$ cat src/rtl/pipe_stall_ctrl_if.sv
// ---------------------------------------------------------------------------
// pipe_stall_ctrl_if
// Bundles the signals between the pipeline stages and the central stall
// sequencer.
//   stallreq_if  : fetch stage not ready (level)
//   stallreq_id  : load-use hazard in id (level)
//   ex_mc_start  : one-cycle pulse, ex begins a multi-cycle op
//   ex_mc_len    : cycle count of that op, sampled with ex_mc_start
//   mem_req      : mem stage has a data-memory access in flight (level)
//   mem_ack      : data memory completes the access this cycle
//   stall        : stall vector, bit0 pc .. bit5 wb, 1 = stop
//   ex_mc_busy   : multi-cycle op in progress
//   ex_mc_done   : one-cycle pulse when the op completes
//   mem_timeout  : one-cycle pulse when a mem wait is abandoned by the watchdog
//   stall_cycles : stall statistics counter
// Modports: master = pipeline side (drives requests), slave = sequencer.
// ---------------------------------------------------------------------------
interface pipe_stall_ctrl_if;
  logic        stallreq_if;
  logic        stallreq_id;
  logic        ex_mc_start;
  logic [5:0]  ex_mc_len;
  logic        mem_req;
  logic        mem_ack;
  logic [5:0]  stall;
  logic        ex_mc_busy;
  logic        ex_mc_done;
  logic        mem_timeout;
  logic [31:0] stall_cycles;

  modport master (
    output stallreq_if, stallreq_id, ex_mc_start, ex_mc_len, mem_req, mem_ack,
    input  stall, ex_mc_busy, ex_mc_done, mem_timeout, stall_cycles
  );

  modport slave (
    input  stallreq_if, stallreq_id, ex_mc_start, ex_mc_len, mem_req, mem_ack,
    output stall, ex_mc_busy, ex_mc_done, mem_timeout, stall_cycles
  );
endinterface

$ cat src/rtl/pipe_stall_ctrl.sv
// ---------------------------------------------------------------------------
// pipe_stall_ctrl
// Central stall sequencer for the six-stage pipeline (pc, if, id, ex, mem,
// wb). Combines fetch/decode stall requests, an ex multi-cycle down-counter
// and a mem wait FSM with timeout watchdog into one stall vector where the
// latest stalled stage wins.
// Ports:
//   clk : clock, all state updates on the rising edge
//   rst : synchronous active-low reset (0 = reset); forces stall to zero
//   sb  : pipe_stall_ctrl_if.slave handshake bundle (see interface header)
// Parameters:
//   MEM_TIMEOUT : max consecutive mem-wait stall cycles (2..255)
//   CNT_W       : width of the mem wait counter
// Optional feature:
//   STALL_STAT_EN : when defined, stall_cycles counts stalled cycles
//                   (saturating); otherwise it is tied to zero.
// ---------------------------------------------------------------------------
module pipe_stall_ctrl #(
  parameter int MEM_TIMEOUT = 16,
  parameter int CNT_W       = 8
) (
  input logic               clk,
  input logic               rst,
  pipe_stall_ctrl_if.slave  sb
);

  localparam logic [CNT_W-1:0] TO_CNT = CNT_W'(MEM_TIMEOUT);

  typedef enum logic {M_IDLE, M_WAIT} mem_state_t;

  // ---- ex multi-cycle engine ----------------------------------------------
  logic       ex_busy;
  logic [5:0] ex_cnt;
  logic       ex_start_ok;
  logic       ex_done;
  logic       ex_hold;

  // A start while busy is ignored, so only an idle engine accepts it.
  assign ex_start_ok = sb.ex_mc_start && !ex_busy;
  assign ex_done     = ex_busy && (ex_cnt == 6'd0);
  assign ex_hold     = ex_start_ok || (ex_busy && (ex_cnt != 6'd0));

  always_ff @(posedge clk) begin
    if (!rst) begin
      ex_busy <= 1'b0;
      ex_cnt  <= 6'd0;
    end else if (ex_start_ok) begin
      // len 0 behaves like len 1: a single stall cycle.
      ex_cnt  <= (sb.ex_mc_len == 6'd0) ? 6'd0 : sb.ex_mc_len - 6'd1;
      ex_busy <= 1'b1;
    end else if (ex_busy) begin
      if (ex_cnt == 6'd0) begin
        ex_busy <= 1'b0;
      end else begin
        ex_cnt <= ex_cnt - 6'd1;
      end
    end
  end

  // ---- mem wait FSM -------------------------------------------------------
  mem_state_t       mem_state, mem_state_nxt;
  logic [CNT_W-1:0] wait_cnt, wait_cnt_nxt;
  logic             mem_hold;
  logic             mem_to;

  always_ff @(posedge clk) begin
    if (!rst) begin
      mem_state <= M_IDLE;
      wait_cnt  <= '0;
    end else begin
      mem_state <= mem_state_nxt;
      wait_cnt  <= wait_cnt_nxt;
    end
  end

  always_comb begin
    mem_state_nxt = mem_state;
    wait_cnt_nxt  = wait_cnt;
    mem_hold      = 1'b0;
    mem_to        = 1'b0;
    case (mem_state)
      M_IDLE: begin
        // An ack in the same cycle as the request completes without a wait.
        if (sb.mem_req && !sb.mem_ack) begin
          mem_hold      = 1'b1;
          wait_cnt_nxt  = {{(CNT_W-1){1'b0}}, 1'b1};
          mem_state_nxt = M_WAIT;
        end
      end
      M_WAIT: begin
        if (!sb.mem_req || sb.mem_ack) begin
          // Abandoned or completed access: release without a pulse.
          mem_state_nxt = M_IDLE;
        end else if (wait_cnt < TO_CNT) begin
          mem_hold     = 1'b1;
          wait_cnt_nxt = wait_cnt + 1'b1;
        end else begin
          mem_to        = 1'b1;
          mem_state_nxt = M_IDLE;
        end
      end
      default: mem_state_nxt = M_IDLE;
    endcase
  end

  // ---- stall vector -------------------------------------------------------
  logic [5:0] stall_vec;

  always_comb begin
    stall_vec = 6'b000000;
    if (rst) begin
      if (mem_hold)            stall_vec = 6'b011111;
      else if (ex_hold)        stall_vec = 6'b001111;
      else if (sb.stallreq_id) stall_vec = 6'b000111;
      else if (sb.stallreq_if) stall_vec = 6'b000011;
    end
  end

  assign sb.stall       = stall_vec;
  assign sb.ex_mc_busy  = ex_busy;
  // Pulses are masked during reset so an aborted op never reports completion.
  assign sb.ex_mc_done  = rst && ex_done;
  assign sb.mem_timeout = rst && mem_to;

  // ---- stall statistics ---------------------------------------------------
`ifdef STALL_STAT_EN
  logic [31:0] stat_cnt;

  always_ff @(posedge clk) begin
    if (!rst) begin
      stat_cnt <= 32'h0;
    end else if ((stall_vec != 6'b000000) && (stat_cnt != 32'hFFFF_FFFF)) begin
      stat_cnt <= stat_cnt + 32'h1;
    end
  end

  assign sb.stall_cycles = stat_cnt;
`else
  assign sb.stall_cycles = 32'h0;
`endif

endmodule

$ cat src/flat_wrapper.sv
// flat-port wrapper written by rule: the top's interface ports become plain ports
module pipe_stall_ctrl_flat 
#(
  parameter int MEM_TIMEOUT = 16,
  parameter int CNT_W       = 8
)
  (clk, rst, sb_stallreq_if, sb_stallreq_id, sb_ex_mc_start, sb_ex_mc_len, sb_mem_req, sb_mem_ack, sb_stall, sb_ex_mc_busy, sb_ex_mc_done, sb_mem_timeout, sb_stall_cycles);
  pipe_stall_ctrl_if sb_i ();
  input logic clk;
  input logic rst;
  input wire logic [$bits(sb_i.stallreq_if)-1:0] sb_stallreq_if;
  input wire logic [$bits(sb_i.stallreq_id)-1:0] sb_stallreq_id;
  input wire logic [$bits(sb_i.ex_mc_start)-1:0] sb_ex_mc_start;
  input wire logic [$bits(sb_i.ex_mc_len)-1:0] sb_ex_mc_len;
  input wire logic [$bits(sb_i.mem_req)-1:0] sb_mem_req;
  input wire logic [$bits(sb_i.mem_ack)-1:0] sb_mem_ack;
  output wire logic [$bits(sb_i.stall)-1:0] sb_stall;
  output wire logic [$bits(sb_i.ex_mc_busy)-1:0] sb_ex_mc_busy;
  output wire logic [$bits(sb_i.ex_mc_done)-1:0] sb_ex_mc_done;
  output wire logic [$bits(sb_i.mem_timeout)-1:0] sb_mem_timeout;
  output wire logic [$bits(sb_i.stall_cycles)-1:0] sb_stall_cycles;
  assign sb_i.stallreq_if = sb_stallreq_if;
  assign sb_i.stallreq_id = sb_stallreq_id;
  assign sb_i.ex_mc_start = sb_ex_mc_start;
  assign sb_i.ex_mc_len = sb_ex_mc_len;
  assign sb_i.mem_req = sb_mem_req;
  assign sb_i.mem_ack = sb_mem_ack;
  assign sb_stall = sb_i.stall;
  assign sb_ex_mc_busy = sb_i.ex_mc_busy;
  assign sb_ex_mc_done = sb_i.ex_mc_done;
  assign sb_mem_timeout = sb_i.mem_timeout;
  assign sb_stall_cycles = sb_i.stall_cycles;
  pipe_stall_ctrl #(.MEM_TIMEOUT(MEM_TIMEOUT), .CNT_W(CNT_W)) u_core (.clk(clk), .rst(rst), .sb(sb_i));
endmodule
$ cat config.mk
export PLATFORM = sky130hd
export DESIGN_NAME = pipe_stall_ctrl_flat
export DESIGN_NICKNAME = d
export VERILOG_FILES = /design/src/rtl/pipe_stall_ctrl_if.sv /design/src/rtl/pipe_stall_ctrl.sv /design/src/flat_wrapper.sv
export SDC_FILE = /design/constraint.sdc
export NUM_CORES = 1
export LEC_CHECK = 0
export CORE_MARGIN = 2
export CORE_UTILIZATION = 30
export DETAILED_ROUTE_END_ITERATION = 12
export SLEW_MARGIN = 20
export SYNTH_ARGS = -nofsm -noshare
export SYNTH_HDL_FRONTEND = slang
export SYNTH_SLANG_ARGS = --single-unit
$ cat constraint.sdc
create_clock -name clk -period 3.41 [get_ports clk]
set_input_delay 0.682 -clock clk [delete_from_list [all_inputs] [get_ports clk]]
set_output_delay 0.682 -clock clk [all_outputs]
set_load 0.05 [all_outputs]
==> impl_metrics.yaml <==
run_status:
  status: "finished, final reports clean"
floorplan:
  die_w_um: 66.7
  die_height_um: 66.7
  initial_core_util_pct: 31.8
  io_pins: 54
  core_um2: 3720
  die-area_um2: 4450
  row_count: 22
logic_synthesis:
  synth_flop_cell: "dfxtp_1"
  synth_seq_cells: 16
  yosysUniqueCellTypes: 38
  synth_area_um2: 1180
  synth-edff-count: 0
  ys_seq_area_share_pct: 27.1
  syn_avg_cell_area_um2: 8.25
  synthArstFlopShare_pct: 0
  ys_warn_count: 0
  syn_inst: 143
sta:
  finalMaxSlewViolations: 0
  skew_ps: 5.18
  tightestPinTransition_ps: 590
  setup_viol: 0
  hold_viol_final: 0
  finalCriticalPeriod_ps: 3010
  slew-limit-headroom_pct: 60.3
  rsz0062_at_grt: "false"
  final.setup.tns_ps: 0
  hold_ws_ps: 454
  fmax_mhz: 332
  post-route-period-util_pct: 88.3
detailed_routing:
  vias: 938
  drtAntennaViolNets: 0
  post_drt_wl_per_cell_um: 9.79
  drt-initial-drc-count: 28
  dr.pass1.iters: 4
  route.detailed.drc: 0
  wl_mm: 2.09
  via_per_inst: 4.40
final_layout:
  num-fill-cells: 391
  num_antenna_cells: 0
  final_cell_mix: "conb_1 (33), dfxtp_1 (16), clkdlybuf4s50_1 (13)"
  final_util_pct: 38.2
  final_nets: 183
  drive_gt1_share_pct: 9.09
  final_common_cell: "conb_1"
  area_delta_synth_final_pct: 20.5
clocking:
  cts_buffers: 3
  cts_tree: "done"
  cts.clk_slew.worst_paths_ps: 70
  post_cts_buffers: 0
  cts_root_buf: "clkbuf_8"
  clk_latency_ps: 250
  cts_resized: 0
  h-tree-depth: 1
  ctsHoldBuffers: 0
  cts_buffer_depth: 2
  clock_sinks: 16
pwr:
  p_total_mw: 0.615
  irDropWorstVdd_v: 0.000234
  cellPowerDensity_nw_per_um2: 433
  leakage_nw: 0.601
place:
  dp_hpwl_mm: 1.71
  numPortBuffers: 20
  gp_congestion: 0.724
worst_setup_path:
  cp_num_buf_inv: 2
  crit_path_end_kind: "output pin"
  critPathMaxFanout: 5
  slowest_stage: "or4b_4"
  critPathKind: "reg -> out"
  worst_path_largest_cell_delay_ps: 520
  path_cells: "inv_1 > ha_1 > or4b_4 > o22a_4 > or2_1 > o31a_1 > buf_12"
  startpoint_type: "flop"
  cp_top_family: "simple AND/OR/NAND/NOR gates"
  worstPathArrival_ps: 2330
  worstPathRequired_ps: 2730
global_route:
  grt-ovfl-total: 0
  grt_pass1_wl_mm: 3.33
  grt_max_degree: 13
  antenna_found_initial: 0
  grt_pass1_vias: 783
  grtUsageTotal_pct: 9.89
run:
  cap_viol_max_count: 0
worst_hold_path:
  hold_class: "reg -> reg"
[through the flow]
step | worst slack (ps) | instances | cell area [um^2]
after floorplan | 533 | 175 | 1300
after global placement | 478 | 209 | 1370
after detailed placement | 466 | 209 | 1370
after CTS | 381 | 213 | 1420
after global routing | 300 | 213 | 1420
final | 400 | 213 | 1420
[final cells by class]
cell class	count	area [um^2]	share of cell area, %
clock buffers	4	55.1	3.87
flip-flops and latches	16	320	22.5
multi-input cells	118	698	49.1
repair buffers	21	265	18.7
well taps	48	60.1	4.23
inverters	6	22.5	1.58
[report_power, final]
group          total (mW)  internal [mW]  switching, mW
combinational       0.232         0.0759          0.156
clock               0.168          0.102         0.0655
sequential          0.215          0.200         0.0150
[routing by layer]
layer / global-route usage, % / vias to the layer above / share of wire (%)
met5: 0 / - / 0
met4: 3.83 / 0 / 1.7
met3: 3.21 / 5 / 6.0
met2: 16.4 / 34 / 44
met1: 11.8 / 416 / 48
li1: - / 483 / -
[final timing paths]
check / start / endpoint / slack, ps / depth (start not counted)
worst min register to register: u_core.wait_cnt[6]$_SDFFE_PN0P_ / u_core.wait_cnt[6]$_SDFFE_PN0P_ / 450 / 2
worst max-delay path: u_core.ex_cnt[0]$_SDFFE_PN0P_ / sb_stall[1] / 400 / 7
worst max register to register: u_core.ex_cnt[0]$_SDFFE_PN0P_ / u_core.ex_cnt[4]$_SDFFE_PN0P_ / 1550 / 6
worst min-delay path: u_core.wait_cnt[6]$_SDFFE_PN0P_ / u_core.wait_cnt[6]$_SDFFE_PN0P_ / 450 / 2
[cell usage after synthesis, types with 2 or more instances]
cell	n	area (um^2)
a31oi_1	2	12.5
and2_1	3	18.8
and3_1	4	25.0
buf_4	34	255
dfxtp_1	16	320
ha_1	4	50.1
inv_1	6	22.5
nand2_1	5	18.8
nand2b_1	5	31.3
nand3_1	6	30.0
nand3b_1	3	22.5
nor2_1	12	45.0
nor2b_1	2	12.5
nor3_1	8	40.0
o2111a_1	2	22.5
o21a_1	3	22.5
o21ai_0	4	20.0
o31a_1	2	17.5
xnor2_1	2	17.5
xor2_1	2	17.5
[cells by family after synthesis]
group           share of synthesized area [%]
mux                                     0.848
simple gates                             24.2
other cells                             0.318
compound gates                           16.4
xor+xnor                                 2.97
buf+inv                                  23.9
flops                                    27.1
fa+ha+maj                                4.24
[sequential cells by signal, indices dropped and copies added, names as in the netlist]
register              flops
u_core.sb.ex_mc_busy      1
u_core.ex_cnt             6
u_core.mem_state          1
u_core.wait_cnt           8
[worst min-delay path, stage by stage, from the launching register on]
cell and delay [ps]:
dfxtp_1 330, inv_1 50, nor2_1 30
Power figures use the tool's default switching activity.
